### src/rtl/vga_gen_pkg.sv
// vga_gen_pkg: shared types and constants for the bouncing box pixel source.
package vga_gen_pkg;
  typedef enum logic [1:0] {S_WAIT, S_STEP_X, S_STEP_Y} state_t;
  typedef logic [2:0] colour_idx_t;
  localparam int BORDER_W = 4;
endpackage

### src/rtl/box_axis_step.sv
// box_axis_step: one-axis move of the box by SPEED with edge bounce (dir 1 = increasing).
module box_axis_step #(
  parameter int SPEED = 2
) (
  input  logic [9:0] pos,
  input  logic       dir,
  input  logic [9:0] max,
  output logic [9:0] pos_next,
  output logic       dir_next,
  output logic       bounce
);
  logic [10:0] fwd;
  logic [9:0]  bwd;
  always_comb begin
    fwd      = {1'b0, pos} + 11'(SPEED);
    bwd      = pos - 10'(SPEED);
    bounce   = dir ? (fwd >= {1'b0, max}) : (pos <= 10'(SPEED));
    pos_next = bounce ? (dir ? max : 10'd0) : (dir ? fwd[9:0] : bwd);
    dir_next = bounce ? ~dir : dir;
  end
endmodule

### src/rtl/bouncing_box_gen.sv
// bouncing_box_gen: coloured square bouncing around the visible area, moved once per frame.
// Define BOX_BORDER_EN to add a white frame along the visible edges.
module bouncing_box_gen
  import vga_gen_pkg::*;
#(
  parameter int H_VISIBLE = 640,
  parameter int V_VISIBLE = 480,
  parameter int BOX_SIZE  = 32,
  parameter int SPEED     = 2,
  parameter int INIT_X    = 100,
  parameter int INIT_Y    = 50
) (
  input  logic       clock,
  input  logic       reset,
  input  logic       enable,
  input  logic       iPause,
  input  logic [9:0] iCoord_X,
  input  logic [9:0] iCoord_Y,
  output logic [7:0] oRed,
  output logic [7:0] oGreen,
  output logic [7:0] oBlue,
  output logic       oBounce
);
  localparam logic [9:0] H_MAX = 10'(H_VISIBLE - BOX_SIZE);
  localparam logic [9:0] V_MAX = 10'(V_VISIBLE - BOX_SIZE);
  state_t      state_q, state_d;
  logic [9:0]  box_x_q, box_x_d, box_y_q, box_y_d;
  logic        dir_x_q, dir_x_d, dir_y_q, dir_y_d;
  colour_idx_t idx_q, idx_d;
  logic        prev_vis_q, prev_vis_d, bounce_q, bounce_d;
  logic [9:0]  nx, ny;
  logic        nx_dir, ny_dir, bx, by;
  logic        vis, tick, step_x, step_y, hit;
  logic        in_vis, in_box, border, white;

  box_axis_step #(.SPEED(SPEED)) u_step_x (
    .pos(box_x_q), .dir(dir_x_q), .max(H_MAX),
    .pos_next(nx), .dir_next(nx_dir), .bounce(bx)
  );
  box_axis_step #(.SPEED(SPEED)) u_step_y (
    .pos(box_y_q), .dir(dir_y_q), .max(V_MAX),
    .pos_next(ny), .dir_next(ny_dir), .bounce(by)
  );

  always_ff @(posedge clock) begin
    if (reset) begin
      state_q    <= S_WAIT;
      box_x_q    <= 10'(INIT_X);
      box_y_q    <= 10'(INIT_Y);
      dir_x_q    <= 1'b1;
      dir_y_q    <= 1'b1;
      idx_q      <= 3'd1;
      prev_vis_q <= 1'b0;
      bounce_q   <= 1'b0;
    end else begin
      state_q    <= state_d;
      box_x_q    <= box_x_d;
      box_y_q    <= box_y_d;
      dir_x_q    <= dir_x_d;
      dir_y_q    <= dir_y_d;
      idx_q      <= idx_d;
      prev_vis_q <= prev_vis_d;
      bounce_q   <= bounce_d;
    end
  end

  // One tick per frame, on the first line of vertical blanking
  always_comb begin
    vis     = iCoord_Y < 10'(V_VISIBLE);
    tick    = enable && prev_vis_q && !vis;
    state_d = !enable ? state_q :
              state_q == S_WAIT   ? ((tick && !iPause) ? S_STEP_X : S_WAIT) :
              state_q == S_STEP_X ? S_STEP_Y : S_WAIT;
  end

  always_comb begin
    step_x     = enable && state_q == S_STEP_X;
    step_y     = enable && state_q == S_STEP_Y;
    hit        = (step_x && bx) || (step_y && by);
    prev_vis_d = enable ? vis : prev_vis_q;
    box_x_d    = step_x ? nx : box_x_q;
    dir_x_d    = step_x ? nx_dir : dir_x_q;
    box_y_d    = step_y ? ny : box_y_q;
    dir_y_d    = step_y ? ny_dir : dir_y_q;
    idx_d      = idx_q + {2'b00, hit};
    bounce_d   = enable ? hit : bounce_q;
  end

  always_comb begin
    in_vis = iCoord_X < 10'(H_VISIBLE) && iCoord_Y < 10'(V_VISIBLE);
    in_box = in_vis
          && iCoord_X >= box_x_q && {1'b0, iCoord_X} < {1'b0, box_x_q} + 11'(BOX_SIZE)
          && iCoord_Y >= box_y_q && {1'b0, iCoord_Y} < {1'b0, box_y_q} + 11'(BOX_SIZE);
`ifdef BOX_BORDER_EN
    border = in_vis && (iCoord_X < 10'(BORDER_W) || iCoord_X >= 10'(H_VISIBLE - BORDER_W)
                     || iCoord_Y < 10'(BORDER_W) || iCoord_Y >= 10'(V_VISIBLE - BORDER_W));
`else
    border = 1'b0;
`endif
    white   = border || (in_box && idx_q == 3'd0);
    oRed    = white ? 8'hFF : in_box ? {8{idx_q[2]}} : 8'h00;
    oGreen  = white ? 8'hFF : in_box ? {8{idx_q[1]}} : 8'h00;
    oBlue   = white ? 8'hFF : in_box ? {8{idx_q[0]}} : 8'h00;
    oBounce = bounce_q;
  end
endmodule

### config.mk
export PLATFORM = sky130hd
export DESIGN_NAME = bouncing_box_gen
export DESIGN_NICKNAME = d
export VERILOG_FILES = /design/src/rtl/vga_gen_pkg.sv /design/src/rtl/box_axis_step.sv /design/src/rtl/bouncing_box_gen.sv
export SDC_FILE = /design/constraint.sdc
export NUM_CORES = 1
export LEC_CHECK = 0
export ABC_CLOCK_PERIOD_IN_PS = 4000
export BUFFER_PORTS_ARGS = -buffer_cell sky130_fd_sc_hd__buf_2
export CAP_MARGIN = 20
export CORE_MARGIN = 2
export CORE_UTILIZATION = 25
export DETAILED_ROUTE_END_ITERATION = 6
export PLACE_DENSITY_LB_ADDON = 0.05
export SLEW_MARGIN = 30
export SYNTH_ARGS = -nofsm -noshare
export SYNTH_HDL_FRONTEND = slang
export SYNTH_SLANG_ARGS = --single-unit
### constraint.sdc
create_clock -name clock -period 4 [get_ports clock]
set_input_delay 0.4 -clock clock [delete_from_list [all_inputs] [get_ports clock]]
set_output_delay 0.4 -clock clock [all_outputs]
set_load 0.03 [all_outputs]
==> out/metrics.cfg, run 1 <==
[grt]
met2_usage_pct=20.08
gr-usage-all-layers_pct=13.44
grt_max_degree=29
grt_pass1_vias=2652
antenna_found_initial=0
use_met3_pct=1.674
grt_pass1_wl_um=13900
grt-ovfl-total=0
gr-usage-met1_pct=20.51
busiest_layer=met1

[timing]
fin_tns_setup_ns=0
tightest_slew_ns=0.5863
finClkSkew_ns=0.005871
drv_slew=0
setup_viol=0
period_needed_ns=3.644
setup_slack_ns=0.3562
rsz0062_at_grt=no
max_freq_mhz=274.4
slew_headroom_pct=60.40
period_share_pct=91.09
hold_violations=0

[logic_synthesis]
ys_top_cells_by_count=42 x ha_1, 27 x dfxtp_1, 26 x nor2_1
synth_top_family_by_area=compound AO/OA/AOI/OAI gates
synth_cell_types=64
yosysTopAreaCellShare_pct=18.31
synth_edf_count=0
synthArstFlopShare_pct=0
synth-seq-cells=27
synth_xor_area_share_pct=3.263
synthFlopType=dfxtp_1
syn_inst=379
synth_compound_area_share_pct=24.03
syn_avg_cell_area_um2=7.791
seq_area_frac_synth_pct=18.31
synth_fa_ha_area_share_pct=17.80
yosys-top-cells-area=dfxtp_1 18%, ha_1 18%, buf_4 5.6%, o21ai_0 4.2%, nor2_1 3.3%
netlist_area_um2=2953
yosysMostFrequentCell=ha_1
synth_largest_area_cell=dfxtp_1
synth-simple-area-share_pct=23.43
ys_warn_count=0
syn_nets=445
synthMuxAreaShare_pct=1.737

[cts]
cts_buffers=3
clkTransAtPathRegs_ns=0.07
cts.sinks=27
cts_hold_buf=0
clk_path_buf_depth=2
cts_setup_buffers=0
clock_latency_ns=0.27
htreeDepth=1
ctsRootBufferMaster=clkbuf_16
ctsResizeCount=0
cts_tree=yes

[layout]
finalNonFillerCells=535
fin_area_um2=3221
n_antenna_cell=0
drive_gt1_share_pct=17.35
fillerInstances=1234
fin_nets=459
syn_to_final_growth_pct=9.068

[power]
p_total_uw=705.7
ir_worst_vdd_mv=0.1734
power.density_nw_per_um2=219.1
leakagePower_nw=1.284

[place]
gp_congestion=0.8011
pre_cts_slack_ns=0.5980
place_hpwl_um=6390
port-buffer-count=46
placed_area_um2=3137
placed_cells=531

[floorplan]
die-area_um2=12700
start_util_pct=25.75
die_h_um=112.7
pin_count=49
core_um2=11470
rows=39
die_x_um=112.7

[routing]
routed_wl_um=8257
ant_nets=0
via_per_inst=5.163
firstDrtPassIters=4
wl_per_cell_um=15.43
drt_iter0_markers=144
route.detailed.drc=0
num_vias=2762

[worst_setup_path]
worstPathRequired_ns=3.60
arrival_ns=3.24
critPathSlowestCell=nor3_1
path_max_fanout=8
critPathKind=reg2out
end_kind=primary output
start_kind=flop
path_cells=ha_1 > nand3_1 > xnor2_1 > ha_1 > o21a_1 > o22ai_1 > o221ai_1 > a31oi_1 > nand3_1 > nor3_1 > buf_2
crit_path_max_incr_delay_ns=0.51

[hold_path]
hold_class=in2reg

[flow_run]
drv_cap=0

[run_status]
status=completed

power breakdown:
| group | internal, mW | total (mW) | leakage (nW) | switching [mW] |
|---|---|---|---|---|
| Combinational | 0.0630 | 0.153 | 1.02 | 0.0898 |
| Sequential | 0.279 | 0.305 | 0.219 | 0.0259 |
| Clock | 0.139 | 0.248 | 0.0415 | 0.109 |
| Total | 0.481 | 0.706 | 1.28 | 0.225 |
sequential cells by signal, indices dropped and copies added (netlist names):
register / count
box_x_q: 9
box_y_q: 9
dir_x_q: 1
dir_y_q: 1
idx_q: 3
oBounce: 1
prev_vis_q: 1
state_q: 2
placed cells by master, fill, tap and decap left out, types with 4 or more instances in the layout:
| cell type | instances |
|---|---|
| buf_2 | 46 |
| ha_1 | 42 |
| dfxtp_1 | 27 |
| nor2_1 | 26 |
| o21ai_0 | 25 |
| nand2_1 | 22 |
| inv_1 | 22 |
| a21oi_1 | 18 |
| nor3_1 | 17 |
| nand3_1 | 13 |
| nor4_1 | 12 |
| xnor2_1 | 10 |
| a31oi_1 | 9 |
| o21a_1 | 7 |
| o31ai_1 | 5 |
| nand4_1 | 4 |
| or3_1 | 4 |
| a21o_1 | 4 |
| mux2i_1 | 4 |
stage by stage:
stage / util (%) / hold WS [ns]
after global placement: 27.35 / 0.4772
final: 28.09 / 0.4268
after global routing: 28.09 / 0.4710
after floorplan: - / 0.4568
after detailed placement: 27.35 / 0.4780
after CTS: 28.09 / 0.4261
cells by family (layout without fill, tap and decap cells):
group	count (synthesis)	in the layout
adders and majority gates	42	42
xor gates and xnor gates	11	11
muxes	5	5
DFF	27	27
buffers and inverters	65	78
AOI/OAI and AO/OA	101	101
and+or+nand+nor	128	128
per-layer routing:
metal / vias to the layer above / share of wire [%]
li1: 1407 / -
met1: 1292 / 55
met2: 59 / 41
met3: 4 / 3.4
met4: 0 / 0.87
met5: - / 0
worst paths after layout:
check	to	from	depth (start not counted)	slack, ns
hold / removal	prev_vis_q	enable	3	0.43
hold reg to reg	state_q[1]	state_q[1]	2	0.49
setup reg to reg	idx_q[2]	box_x_q[1]	11	1.16
setup / recovery	oGreen[5]	box_y_q[5]	11	0.36
worst max-delay path, delay by kind of cell (launching register included):
family          cells  cell delay [ns]
buf+inv             1             0.30
flops               1             0.50
simple gates        3             0.75
xor+xnor            1             0.16
compound gates      4             0.71
fa+ha+maj           2             0.55
layout make-up:
cell class                 instances  area [um2]  share of cell area (%)
clock inverter                     1       8.758                  0.2720
tap                              143       178.9                   5.556
clock buffer                       3       75.07                   2.331
multi-input combinational        287        2074                   64.41
timing repair buffer              48       245.2                   7.615
inverter                          26       97.59                   3.030
sequential                        27       540.5                   16.78
Power figures use the tool's default switching activity.
==> run 2: changes to the inputs <==
Settings changed: CORE_UTILIZATION 25 to 40.
==> out/metrics.cfg, run 2 (synthesis gave the netlist of run 1 again) <==
[power]
leakagePower_nw=1.268  ; -1.2%
power.density_nw_per_um2=200.3  ; -8.6%
p_total_uw=627.4  ; -11%
ir_worst_vdd_mv=0.1442  ; -17%

[grt]
use_met3_pct=2.012  ; +0.34 points
grt_max_degree=29  ; unchanged
grt_pass1_wl_um=12410  ; -11%
grt-ovfl-total=0  ; unchanged
grt_pass1_vias=2523  ; -4.9%
antenna_found_initial=0  ; unchanged
gr-usage-met1_pct=27.34  ; +6.8 points
busiest_layer=met2
gr-usage-all-layers_pct=18.27  ; +4.8 points
met2_usage_pct=28.47  ; +8.4 points

[timing]
max_freq_mhz=275.2  ; +0.28%
finClkSkew_ns=0.003276  ; -0.002595 ns
period_needed_ns=3.633  ; -0.01033 ns
slew_headroom_pct=61.68  ; +1.3 points
setup_slack_ns=0.3665  ; +0.01033 ns
drv_slew=0  ; unchanged
period_share_pct=90.84  ; -0.26 points
setup_viol=0  ; unchanged
tightest_slew_ns=0.5705  ; -0.01586 ns
rsz0062_at_grt=yes
hold_violations=0  ; unchanged

[worst_setup_path]
arrival_ns=3.23  ; about the same
critPathSlowestCell=dfxtp_1
end_kind=primary output
critPathTopFamily=simple AND/OR/NAND/NOR gates
worstPathRequired_ns=3.60  ; about the same
start_kind=flop
path_max_fanout=8  ; unchanged
path_cells=ha_1 > nand3_1 > xnor2_1 > ha_1 > o21a_1 > o22ai_1 > o221ai_1 > a31oi_1 > nand3_1 > nor3_1 > buf_2
critPathKind=reg2out
crit_path_max_incr_delay_ns=0.52  ; about the same
path_buf_inv=1  ; unchanged

[place]
port-buffer-count=46  ; unchanged
place_hpwl_um=5734  ; -10%
pre_cts_slack_ns=0.6455  ; +0.04755 ns
gp_congestion=0.8135  ; +1.5%

[floorplan]
die_h_um=89.92  ; -20%
die-area_um2=8086  ; -36%
die_x_um=89.92  ; -20%
rows=31  ; -21%
start_util_pct=40.93  ; +15 points
pin_count=49  ; unchanged
core_um2=7214  ; -37%

[routing]
wl_per_cell_um=15.39  ; -0.26%
num_vias=2810  ; +1.7%
via_per_inst=5.723  ; +11%
route.detailed.drc=0  ; unchanged
drt_iter0_markers=125  ; -13%
firstDrtPassIters=4  ; unchanged
routed_wl_um=7558  ; -8.5%
ant_nets=0  ; unchanged

[cts]
cts_setup_buffers=0  ; unchanged
ctsResizeCount=0  ; unchanged
ctsRootBufferMaster=clkbuf_8
cts_tree=yes
clk_path_buf_depth=2  ; unchanged
htreeDepth=1  ; unchanged
cts.sinks=27  ; unchanged
clkTransAtPathRegs_ns=0.10  ; +0.03 ns
cts_hold_buf=0  ; unchanged
cts_buffers=3  ; unchanged
clock_latency_ns=0.28  ; about the same

[hold_path]
hold_class=in2reg

[layout]
drive_gt1_share_pct=17.35  ; unchanged
top_regs=box_x_q (9), box_y_q (9), idx_q (3)
layout_commonest_cell=buf_2
n_antenna_cell=0  ; unchanged
fin_nets=459  ; unchanged
final_cell_mix=46 x buf_2, 42 x ha_1, 27 x dfxtp_1
syn_to_final_growth_pct=6.059

[flow_run]
drv_cap=0  ; unchanged

[run_status]
status=completed

==> run 2: layout make-up <==
type / count / area [um2]
Fill cell: 776 / 4083
Multi-Input combinational cell: 287 / 2074
Sequential cell: 27 / 540.5
Timing Repair Buffer: 48 / 245.2
Tap cell: 99 / 123.9
Inverter: 26 / 97.59
Clock buffer: 3 / 41.29
Clock inverter: 1 / 8.758
==> run 2: metrics by stage <==
step | std cells | util (%) | cell area (um2) | hold WS [ns] | setup TNS (ns)
after CTS | 491 | 43.41 | 3132 | 0.4116 | 0
after global placement | 487 | 42.72 | 3082 | 0.4703 | 0
after floorplan | 379 | - | 2953 | 0.4568 | 0
after detailed placement | 487 | 42.72 | 3082 | 0.4740 | 0
final | 491 | 43.41 | 3132 | 0.4067 | 0
after global routing | 491 | 43.41 | 3132 | 0.4324 | -0.02616
==> run 2: power by group <==
part           internal [mW]  switching, mW  total, mW
sequential             0.279         0.0245      0.304
combinational         0.0632         0.0883      0.151
clock                 0.0734         0.0987      0.172
==> run 2: worst paths after layout <==
| check | slack [ns] | to | cells past startpoint | from |
|---|---|---|---|---|
| worst max register to register | 1.18 | idx_q[1] | 11 | box_x_q[1] |
| worst min register to register | 0.49 | state_q[1] | 2 | state_q[1] |
| worst max-delay path | 0.37 | oGreen[4] | 11 | box_y_q[5] |
| worst min-delay path | 0.41 | prev_vis_q | 3 | enable |
==> run 2: worst min-delay path, stage by stage <==
cell     delay, ns
buf_2         0.11
mux2i_1       0.07
nor2_1        0.07
==> run 2: per-layer routing <==
| metal | share of wire [%] | vias up | wire length [um] |
|---|---|---|---|
| li1 | - | 1410 | - |
| met1 | 54 | 1314 | 4058 |
| met2 | 41 | 82 | 3103 |
| met3 | 4.6 | 4 | 350 |
| met4 | 0.58 | 0 | 44 |
| met5 | 0 | - | 0 |
